<file path="config.mk">
export PLATFORM = sky130hd
export DESIGN_NAME = fetch_ctrl
export DESIGN_NICKNAME = d
export VERILOG_FILES = /design/src/rtl/fetch_pkg.sv /design/src/rtl/fetch_ctrl.sv
export SDC_FILE = /design/constraint.sdc
export NUM_CORES = 1
export LEC_CHECK = 0
export ABC_AREA = 1
export CORE_MARGIN = 4
export CORE_UTILIZATION = 29
export CTS_CLUSTER_SIZE = 28
export DETAILED_ROUTE_END_ITERATION = 8
export PLACE_DENSITY_LB_ADDON = 0.12
export SYNTH_ARGS = -nofsm -noshare
export SYNTH_HDL_FRONTEND = slang
export SYNTH_SLANG_ARGS = --single-unit
</file>
<file path="constraint.sdc">
create_clock -name Clk -period 1.58 [get_ports Clk]
set_input_delay 0.237 -clock Clk [delete_from_list [all_inputs] [get_ports Clk]]
set_output_delay 0.237 -clock Clk [all_outputs]
set_load 0.01 [all_outputs]
</file>
<file path="src/rtl/fetch_pkg.sv">
// Shared fetch definitions: controller state encoding and default PC width
// (the instruction ROM is sized from the same constant).
package fetch_pkg;

    localparam int D_DEF = 10;

    typedef enum logic [1:0] {
        IDLE   = 2'd0,
        RUN    = 2'd1,
        HALTED = 2'd2
    } state_t;

endpackage

</file>
<file path="src/rtl/fetch_ctrl.sv">
// Fetch controller: IDLE/RUN/HALTED sequencing of the instruction ROM address.
// Optional RUN-cycle counter on the Cycles port when FETCH_CYCLE_CNT_EN is defined.
module fetch_ctrl
    import fetch_pkg::*;
#(
    parameter int D  = D_DEF,
    parameter int CW = 16
) (
    input  logic          Clk,
    input  logic          Reset_n,
    input  logic          Start,
    input  logic          Stall,
    input  logic          JumpEn,
    input  logic [D-1:0]  JumpAddr,
    input  logic          BranchEn,
    input  logic [D-1:0]  BranchOff,
    input  logic          HaltReq,
    output logic [D-1:0]  prog_ctr,
    output logic          Running,
    output logic          Done
`ifdef FETCH_CYCLE_CNT_EN
    ,
    output logic [CW-1:0] Cycles
`endif
);

    if (D < 1 || CW < 1) begin : g_param_check
        $error("fetch_ctrl: D and CW must be at least 1");
    end

    localparam logic [D-1:0] PC_ONE = {{(D-1){1'b0}}, 1'b1};

    state_t       state, state_n;
    logic [D-1:0] pc_q, pc_n;

    always_ff @(posedge Clk or negedge Reset_n) begin
        if (!Reset_n) begin
            state <= IDLE;
            pc_q  <= '0;
        end else begin
            state <= state_n;
            pc_q  <= pc_n;
        end
    end

    always_comb begin
        state_n = state;
        pc_n    = pc_q;
        unique case (state)
            IDLE, HALTED: begin
                if (Start) begin
                    state_n = RUN;
                    pc_n    = '0;
                end
            end
            RUN: begin
                // halt freezes the PC; jump beats branch
                if (HaltReq) begin
                    state_n = HALTED;
                end else if (Stall) begin
                    pc_n = pc_q;
                end else if (JumpEn) begin
                    pc_n = JumpAddr;
                end else if (BranchEn) begin
                    pc_n = pc_q + BranchOff;
                end else begin
                    pc_n = pc_q + PC_ONE;
                end
            end
            default: begin
                state_n = IDLE;
                pc_n    = '0;
            end
        endcase
    end

    assign prog_ctr = pc_q;
    assign Running  = (state == RUN);
    assign Done     = (state == HALTED);

`ifdef FETCH_CYCLE_CNT_EN
    localparam logic [CW-1:0] CYC_MAX = '1;
    localparam logic [CW-1:0] CYC_ONE = {{(CW-1){1'b0}}, 1'b1};

    logic [CW-1:0] cyc_q;
    logic          start_acc;

    assign start_acc = Start && (state != RUN);

    always_ff @(posedge Clk or negedge Reset_n) begin
        if (!Reset_n) begin
            cyc_q <= '0;
        end else if (start_acc) begin
            cyc_q <= '0;
        end else if (state == RUN && cyc_q != CYC_MAX) begin
            cyc_q <= cyc_q + CYC_ONE;
        end
    end

    assign Cycles = cyc_q;
`endif

endmodule
</file>
==> results.ini, run 1 <==
[global_routing]
grt_usage_pct=15.5
grt_pass1_vias=1347
grt_max_degree=16
antenna_found_initial=0
grt_pass1_wl_um=6240
overflow=0

[clock_tree]
clock_sinks=12
cts_root_buf=clkbuf_8
path_clk_slew_ns=0.06
cts-hold-fix-buffers=0
htree_levels=1
clock_latency_ns=0.24
numCtsBuffers=3
cts_tree=yes
cts_buffer_depth=2

[cells_and_area]
seq_area_um2=302
stdcell_area_um2=2020
drive_gt1_share_pct=33.8
syn2layout_area_growth_pct=80.5
fill_cells=379
final_cells=285
nNetsFinal=275
final_core_util_pct=54.9
diodes=0
multiInputGateArea_um2=923

[drt]
drt-initial-drc-count=51
drt-total-wl_um=3690
drcViolationCount=0
dr.pass1.iters=4
via_count=1300
via_per_inst=4.56
drt.antenna.violating_nets=0
wl_per_cell_um=12.9

[synthesis]
synth_compound_area_share_pct=9.93
syn_area_um2=1120
synth-seq-cells=12
post_synth_fa_ha_maj_area_fraction_pct=11.8
synth_cells=173
ys_warn_count=0
yosysSeqAreaShare_pct=26.8
synth-simple-area-share_pct=38.4
synth_top_family_by_area=simple AND/OR/NAND/NOR gates
synth_cell_type_count=26
synthMuxAreaShare_pct=0
synth_area_per_cell_um2=6.48
syn_nets=210
synth_xor_area_share_pct=3.13

[sta]
hold_ws_ns=0.369
period_minus_slack_ns=1.58
max-slew-margin-rel_pct=60.5
fin_ws_ns=-0.000953
fmax_mhz=633
fin_crit_sh_pct=100
finalMaxSlewViolations=0
rsz0062_at_grt=yes
hold_viol_final=0
fin_skew_ns=0.00667
worstMarginPinSlew_ns=0.590
setup-violations-final=1

[floorplanning]
ios=39
dieWidth_um=70.2
die_height_um=70.2
initial_utilization_pct=30.4
fp-row-count=22
dieArea_um2=4920
core_um2=3690

[pwr]
powerDensity_nw_per_um2=1120
ir_drop_mv=0.956
power_frac_clock_pct=15.1
p_total_w=0.00227
power_switching_w=0.000918
seqPwrFrac_pct=22.6
static-leakage-power_nw=1.13
swShare_pct=40.5
intPower_w=0.00135
pwr-share-comb_pct=62.3

[placement]
hpwl_um=2740
port_buffers=38
gp_congestion=0.851
place_area_um2=1700
place_inst=276

[setup_path]
rrSetupSlack_ns=0.03
worst_ep_required_time_ns=1.72
rr_startpoint=prog_ctr[0]
arrival_ns=1.72
crit_path_start=BranchOff[6]
rr_endpoint=prog_ctr[4]
reg2reg_depth=7
end_kind=flop
critPathLaunchType=input port
endpoint=prog_ctr[9]
critPathKind=in2reg
cp_max_fo=4

[outcome]
status=finished, violations left
violations=negative setup slack

[worst_hold_path]
hold_class=in2async

[job]
maxCapViolCount=0

==> routing by layer <==
layer | global-route usage, % | routed length, um
met2 | 24.9 | 1770
met3 | 2.30 | 88
met1 | 20.8 | 1770
met5 | 0 | 0
met4 | 5.96 | 61
==> worst min-delay path by stage <==
stage	slack, ns	end
finish	0.37	state[1]
global route	0.42	prog_ctr[6]
CTS	0.39	prog_ctr[6]
detailed placement	0.50	prog_ctr[9]
global placement	0.49	prog_ctr[9]
floorplan	-0.06	prog_ctr[0]
==> cells in the mapped netlist <==
cell | count | share of area (%)
a21o_1 | 1 | 0.67
a21oi_1 | 4 | 1.8
a21oi_2 | 1 | 0.78
buf_2 | 2 | 0.89
buf_6 | 1 | 1.0
clkinv_1 | 1 | 0.33
dfrtp_1 | 12 | 27
fa_1 | 1 | 1.8
ha_1 | 9 | 10
inv_1 | 20 | 6.7
inv_2 | 3 | 1.0
nand2_1 | 57 | 19
nand2_2 | 1 | 0.56
nand3_1 | 14 | 6.3
nand3_2 | 1 | 0.89
nand4_1 | 1 | 0.56
nor2_1 | 26 | 8.7
nor2_2 | 1 | 0.56
nor2_8 | 1 | 1.8
o21a_1 | 1 | 0.67
o21ai_0 | 3 | 1.3
o21ai_1 | 3 | 1.3
o21ai_2 | 1 | 0.78
o22ai_1 | 1 | 0.56
o31ai_1 | 3 | 2.0
xor2_1 | 4 | 3.1
==> cell families after synthesis <==
| group | count (synthesis) |
|---|---|
| xor+xnor | 4 |
| compound gates | 18 |
| fa+ha+maj | 10 |
| flops | 12 |
| simple gates | 102 |
| buf+inv | 27 |
==> power by group through the flow <==
stage / Sequential (W) / Clock (W) / Combinational (W)
after floorplan: 0.000528 / 0 / 0.000594
after global placement: 0.000505 / 0 / 0.00119
after detailed placement: 0.000505 / 0 / 0.00118
after CTS: 0.000509 / 0.000355 / 0.00130
after global routing: 0.000527 / 0.000370 / 0.00155
final: 0.000512 / 0.000343 / 0.00141
==> stage by stage <==
stage            TNS, ns  setup slack [ns]
6_report       -0.000953         -0.000953
5_1_grt           -0.508            -0.106
4_1_cts          -0.0591           -0.0312
3_5_place_dp       -3.81            -0.576
3_3_place_gp       -3.65            -0.567
2_1_floorplan          0           0.00932
==> worst max-delay path, cell delays in order <==
cell,delay (ns)
clkdlybuf4s50_1,0.46
nand2_1,0.07
inv_2,0.06
ha_4,0.21
nand2_2,0.07
nand2_2,0.07
a21oi_2,0.16
nand3_1,0.09
nand2_1,0.09
nand3_2,0.08
nand2_1,0.08
nand2_1,0.05
==> layout by cell type (no fill, tap or decap), types with 2 or more instances in the layout <==
master	n
nand2_1	47
clkdlybuf4s50_1	25
nor2_1	24
buf_4	21
inv_1	13
inv_2	11
dfrtp_1	11
nand3_2	8
dlymetal6s2s_1	8
nand2_2	7
ha_4	7
nand3_1	6
xor2_1	4
nand2_4	4
clkbuf_8	4
buf_6	4
dlygate4sd2_1	4
o31ai_1	3
o21ai_0	3
a21oi_2	3
o21ai_1	3
nor2_2	2
==> sequential cells by signal, summed over array words and instances, names as in the netlist <==
name and count:
prog_ctr 10, state 2
==> area by class of cell <==
cell class                      instances  share of cell area [%]
Tap cell                               48                    2.97
Sequential cell                        12                    14.9
Multi-Input combinational cell        134                    45.6
Inverter                               24                    4.45
Clock buffer                            4                    2.72
Timing Repair Buffer                   63                    29.3
==> what timing repair did <==
item / 4_1_cts / 5_1_grt
gates cloned: 1 / 0
resized for setup: 21 / 43
buffers inserted: 3 / 1
pin swaps: 5 / 31
endpoints found under the setup margin: 12 / 11
Power figures use the tool's default switching activity.
==> run 2, diff against run 1 <==
==> constraint.sdc (replaced) <==
create_clock -name Clk -period 1.36 [get_ports Clk]
set_input_delay 0.204 -clock Clk [delete_from_list [all_inputs] [get_ports Clk]]
set_output_delay 0.204 -clock Clk [all_outputs]
set_load 0.01 [all_outputs]
==> results.ini, run 2 (same netlist as run 1, synthesis figures left out) <==
[floorplanning]
die_height_um=70.2
dieWidth_um=70.2
initial_utilization_pct=30.4
dieArea_um2=4920
core_um2=3690
ios=39
fp-row-count=22

[cells_and_area]
largest_reg_flops=10
drive_gt1_share_pct=32.9
syn2layout_area_growth_pct=79.9
final_cell_mix=nand2_1, nor2_1, buf_4
stdcell_area_um2=2020
nNetsFinal=275
layout_commonest_cell=nand2_1
diodes=0

[pwr]
ir_drop_mv=0.819
static-leakage-power_nw=1.04
powerDensity_nw_per_um2=1290

[placement]
gp_congestion=0.860
place_area_um2=1790
port_buffers=38
hpwl_um=2600

[clock_tree]
path_clk_slew_ns=0.06
clock_sinks=12
cts_tree=yes
clock_latency_ns=0.25
cts_root_buf=clkbuf_8
numCtsBuffers=3
cts_buffer_depth=2
cts-hold-fix-buffers=0
htree_levels=1

[setup_path]
crit_top_cell=nand2_1
crit_slowest_cell=dfrtp_1
rr_endpoint=prog_ctr[8]
rr_startpoint=prog_ctr[0]
worst_ep_required_time_ns=1.50
critPathKind=reg2reg
reg2reg_depth=10
critPathLaunchType=flop
cp_top_family=adder cells
arrival_ns=1.73
rrSetupSlack_ns=-0.23
end_kind=flop
cp_max_fo=3
slowest_delay_ns=0.40
cp_cell_sequence=ha_2 > fa_2 > nand3_2 > nand3_4 > nand2_2 > nand2_1 > nand2_1 > nand3_1 > nand2_1 > nand2_1
critPathBufInv=0
crit_path_start=prog_ctr[0]

[global_routing]
grt_max_degree=16
grt_usage_pct=14.5
antenna_found_initial=0
grt_pass1_vias=1301
overflow=0
grt_pass1_wl_um=5870

[sta]
setup-violations-final=9
fmax_mhz=627
period_minus_slack_ns=1.59
hold_ws_ns=0.273
worstMarginPinSlew_ns=0.412
fin_crit_sh_pct=117
fin_skew_ns=0.00503
fin_ws_ns=-0.234
hold_viol_final=0
finalMaxSlewViolations=0
rsz0062_at_grt=yes
max-slew-margin-rel_pct=72.4

[outcome]
status=finished, violations left
violations=negative setup slack

[drt]
via_count=1288
dr.pass1.iters=4
via_per_inst=4.52
wl_per_cell_um=12.2
drt-initial-drc-count=57
drt-total-wl_um=3490
drt.antenna.violating_nets=0
drcViolationCount=0

[job]
maxCapViolCount=0

[worst_hold_path]
hold_class=in2async

## run 2: cell count changes in the layout (fill, tap and decap cells not counted), sizes merged
cell / previous run / this run
clkbuf: 5 / 4
clkdlybuf4s15: 0 / 3
clkdlybuf4s50: 25 / 21
clkinv: 0 / 1
dlygate4sd2: 4 / 13
dlymetal6s2s: 8 / 1
inv: 24 / 23
## run 2: what timing repair did
| action | 4_1_cts | 5_1_grt |
|---|---|---|
| resized for setup | 39 | 21 |
| endpoints found under the setup margin | 22 | 12 |
| cloned | 0 | 0 |
| setup buffers | 4 | 3 |
| pin swaps | 16 | 21 |
## run 2: worst max path at each step
| stage | end | slack (ns) | cells after the start |
|---|---|---|---|
| after floorplan | prog_ctr[6] | -0.19 | 8 |
| after global placement | prog_ctr[9] | -0.72 | 15 |
| after detailed placement | prog_ctr[9] | -0.74 | 15 |
| after CTS | prog_ctr[8] | -0.26 | 10 |
| after global routing | prog_ctr[8] | -0.32 | 10 |
| final | prog_ctr[8] | -0.23 | 10 |
## run 2: metrics by stage
stage                     instances  TNS, ns  setup WS (ns)  total power (W)  util, %
after floorplan                 173   -0.711         -0.193          0.00141        -
after global placement          275    -5.72         -0.723          0.00202     48.4
after detailed placement        275    -5.83         -0.745          0.00203     48.4
after CTS                       283    -1.60         -0.256          0.00251     52.5
after global routing            285    -1.89         -0.324          0.00280     54.7
final                           285    -1.19         -0.234          0.00261     54.7
## run 2: area by class of cell
cell class / count / area, um^2
sequential: 12 / 304
fill: 353 / 1670
multi-input combinational: 134 / 943
clock buffer: 4 / 55.1
tap: 48 / 60.1
inverter: 24 / 91.3
timing repair buffer: 63 / 563
## run 2: per-layer routing
metal	wire length [um]	vias up	track usage (%)
met5	0	-	0
met4	48	0	3.83
met3	135	7	2.45
met2	1650	31	24.4
met1	1650	578	18.9
li1	-	672	-
## run 2: power breakdown
part           internal (W)  switching, W
logic              0.000806      0.000785
clock network      0.000256      0.000152
registers          0.000474      0.000134
==> run 3, diff against run 2 <==
--- a/config.mk
+++ b/config.mk
@@ -11,6 +11,7 @@
 export CTS_CLUSTER_SIZE = 28
 export DETAILED_ROUTE_END_ITERATION = 8
 export PLACE_DENSITY_LB_ADDON = 0.12
+export REMOVE_ABC_BUFFERS = 1
 export SYNTH_ARGS = -nofsm -noshare
 export SYNTH_HDL_FRONTEND = slang
 export SYNTH_SLANG_ARGS = --single-unit
==> constraint.sdc (replaced) <==
create_clock -name Clk -period 1.9 [get_ports Clk]
set_input_delay 0.285 -clock Clk [delete_from_list [all_inputs] [get_ports Clk]]
set_output_delay 0.285 -clock Clk [all_outputs]
set_load 0.01 [all_outputs]
==> results.ini, run 3 (same netlist as run 1, synthesis figures left out) <==
[outcome]
status=complete, no violations

[placement]
hpwl_um=2760
gp_congestion=0.822
port_buffers=38

[sta]
hold_ws_ns=0.422
fmax_mhz=547
hold_viol_final=0
max-slew-margin-rel_pct=59.6
period_minus_slack_ns=1.83
fin_skew_ns=0.00156
worstMarginPinSlew_ns=0.604
finalMaxSlewViolations=0
fin_crit_sh_pct=96.2
setup-tns-final_ns=0
setup-violations-final=0

[clock_tree]
clock_sinks=12
cts_buffer_depth=2
numCtsBuffers=3
cts_tree=yes
htree_levels=1
path_clk_slew_ns=0.06
cts-hold-fix-buffers=0
clock_latency_ns=0.24
cts_root_buf=clkbuf_8

[worst_hold_path]
hold_class=in2async

[drt]
drt-total-wl_um=3470
via_count=1250
via_per_inst=4.58
drt-initial-drc-count=85
wl_per_cell_um=12.7
drt.antenna.violating_nets=0
dr.pass1.iters=4
drcViolationCount=0

[cells_and_area]
syn2layout_area_growth_pct=59.5
largest_reg_flops=10
nNetsFinal=263
final_core_util_pct=48.5
drive_gt1_share_pct=17.8
fill_cells=386
layout_commonest_cell=nand2_1
diodes=0
final_cell_mix=nand2_1, clkdlybuf4s50_1, nor2_1

[setup_path]
end_kind=flop
crit_path_start=BranchOff[0]
rrSetupSlack_ns=0.22
rr_startpoint=prog_ctr[0]
arrival_ns=1.96
cp_max_fo=3
critPathKind=in2reg
critPathLaunchType=input port
worst_ep_required_time_ns=2.04

[floorplanning]
dieWidth_um=70.2
fp-row-count=22
dieArea_um2=4920
core_um2=3690
ios=39
die_height_um=70.2
initial_utilization_pct=30.4

[global_routing]
grt_usage_pct=14.2
grt_max_degree=16
antenna_found_initial=0
grt_pass1_vias=1242
grt_pass1_wl_um=5600
overflow=0

[pwr]
powerDensity_nw_per_um2=955
static-leakage-power_nw=0.918
ir_drop_mv=0.588

[job]
maxCapViolCount=0

run 3: changes by cell type in the layout (fill, tap and decap cells not counted), moves of 4 or more:
| cell | before | now |
|---|---|---|
| inv_2 | 9 | 4 |
| buf_4 | 23 | 12 |
| nand2_1 | 49 | 53 |
| ha_4 | 8 | 4 |
| inv_1 | 14 | 19 |
| ha_1 | 0 | 5 |
| dlygate4sd2_1 | 13 | 0 |
| clkdlybuf4s50_1 | 21 | 37 |
run 3: routing by layer:
layer | track usage (%) | vias up | wire length, um
met5 | 0 | - | 0
met4 | 5.11 | 0 | 47
met3 | 1.73 | 5 | 144
met2 | 23.2 | 35 | 1600
met1 | 19.1 | 558 | 1670
li1 | - | 652 | -
run 3: final timing paths:
kind / depth (start not counted) / to
max in group asynchronous: 1 / prog_ctr[9]
worst max-delay path: 13 / prog_ctr[8]
worst min-delay path: 1 / prog_ctr[7]
worst min register to register: 2 / prog_ctr[7]
worst max register to register: 10 / prog_ctr[8]
min in group Clk: 2 / prog_ctr[7]
run 3: worst max-delay path, cell delays in order:
cell and delay [ns]:
clkdlybuf4s50_1 0.42, inv_2 0.07, nand2_2 0.07, ha_4 0.17, fa_2 0.37, nand3_2 0.09, nand3_4 0.09, nand2_2 0.09
nand2_1 0.05, nand2_1 0.06, nand3_2 0.07, nand2_2 0.07, nand2_1 0.04
run 3: area by class of cell:
| class | instances | area, um^2 | share of cell area, % |
|---|---|---|---|
| Clock buffer | 4 | 55.1 | 3.08 |
| Tap cell | 48 | 60.1 | 3.36 |
| Multi-Input combinational cell | 134 | 798 | 44.6 |
| Sequential cell | 12 | 300 | 16.8 |
| Inverter | 24 | 90.1 | 5.04 |
| Timing Repair Buffer | 51 | 484 | 27.1 |
run 3: power breakdown:
part	leakage [nW]	internal (W)	switching (W)
Clock	0.0288	0.000183	0.000106
Combinational	0.729	0.000492	0.000480
Sequential	0.160	0.000335	0.000112
Total	0.918	0.00101	0.000698
run 3: metrics by stage:
stage                     instance area, um^2  instances  setup WS (ns)  total power [W]
after floorplan                          1100        170          0.211         0.000898
after global placement                   1630        268         -0.378          0.00134
after detailed placement                 1630        268         -0.401          0.00134
after CTS                                1700        272       -0.00217          0.00165
after global routing                     1790        273        -0.0141          0.00184
final                                    1790        273         0.0730          0.00171
run 3: timing repair:
item | 4_1_cts | 5_1_grt
endpoints found under the hold margin | 0 | 0
setup endpoints to repair | 3 | 7
gates resized for setup | 3 | 16
buffers inserted | 0 | 1
pin swaps | 0 | 5
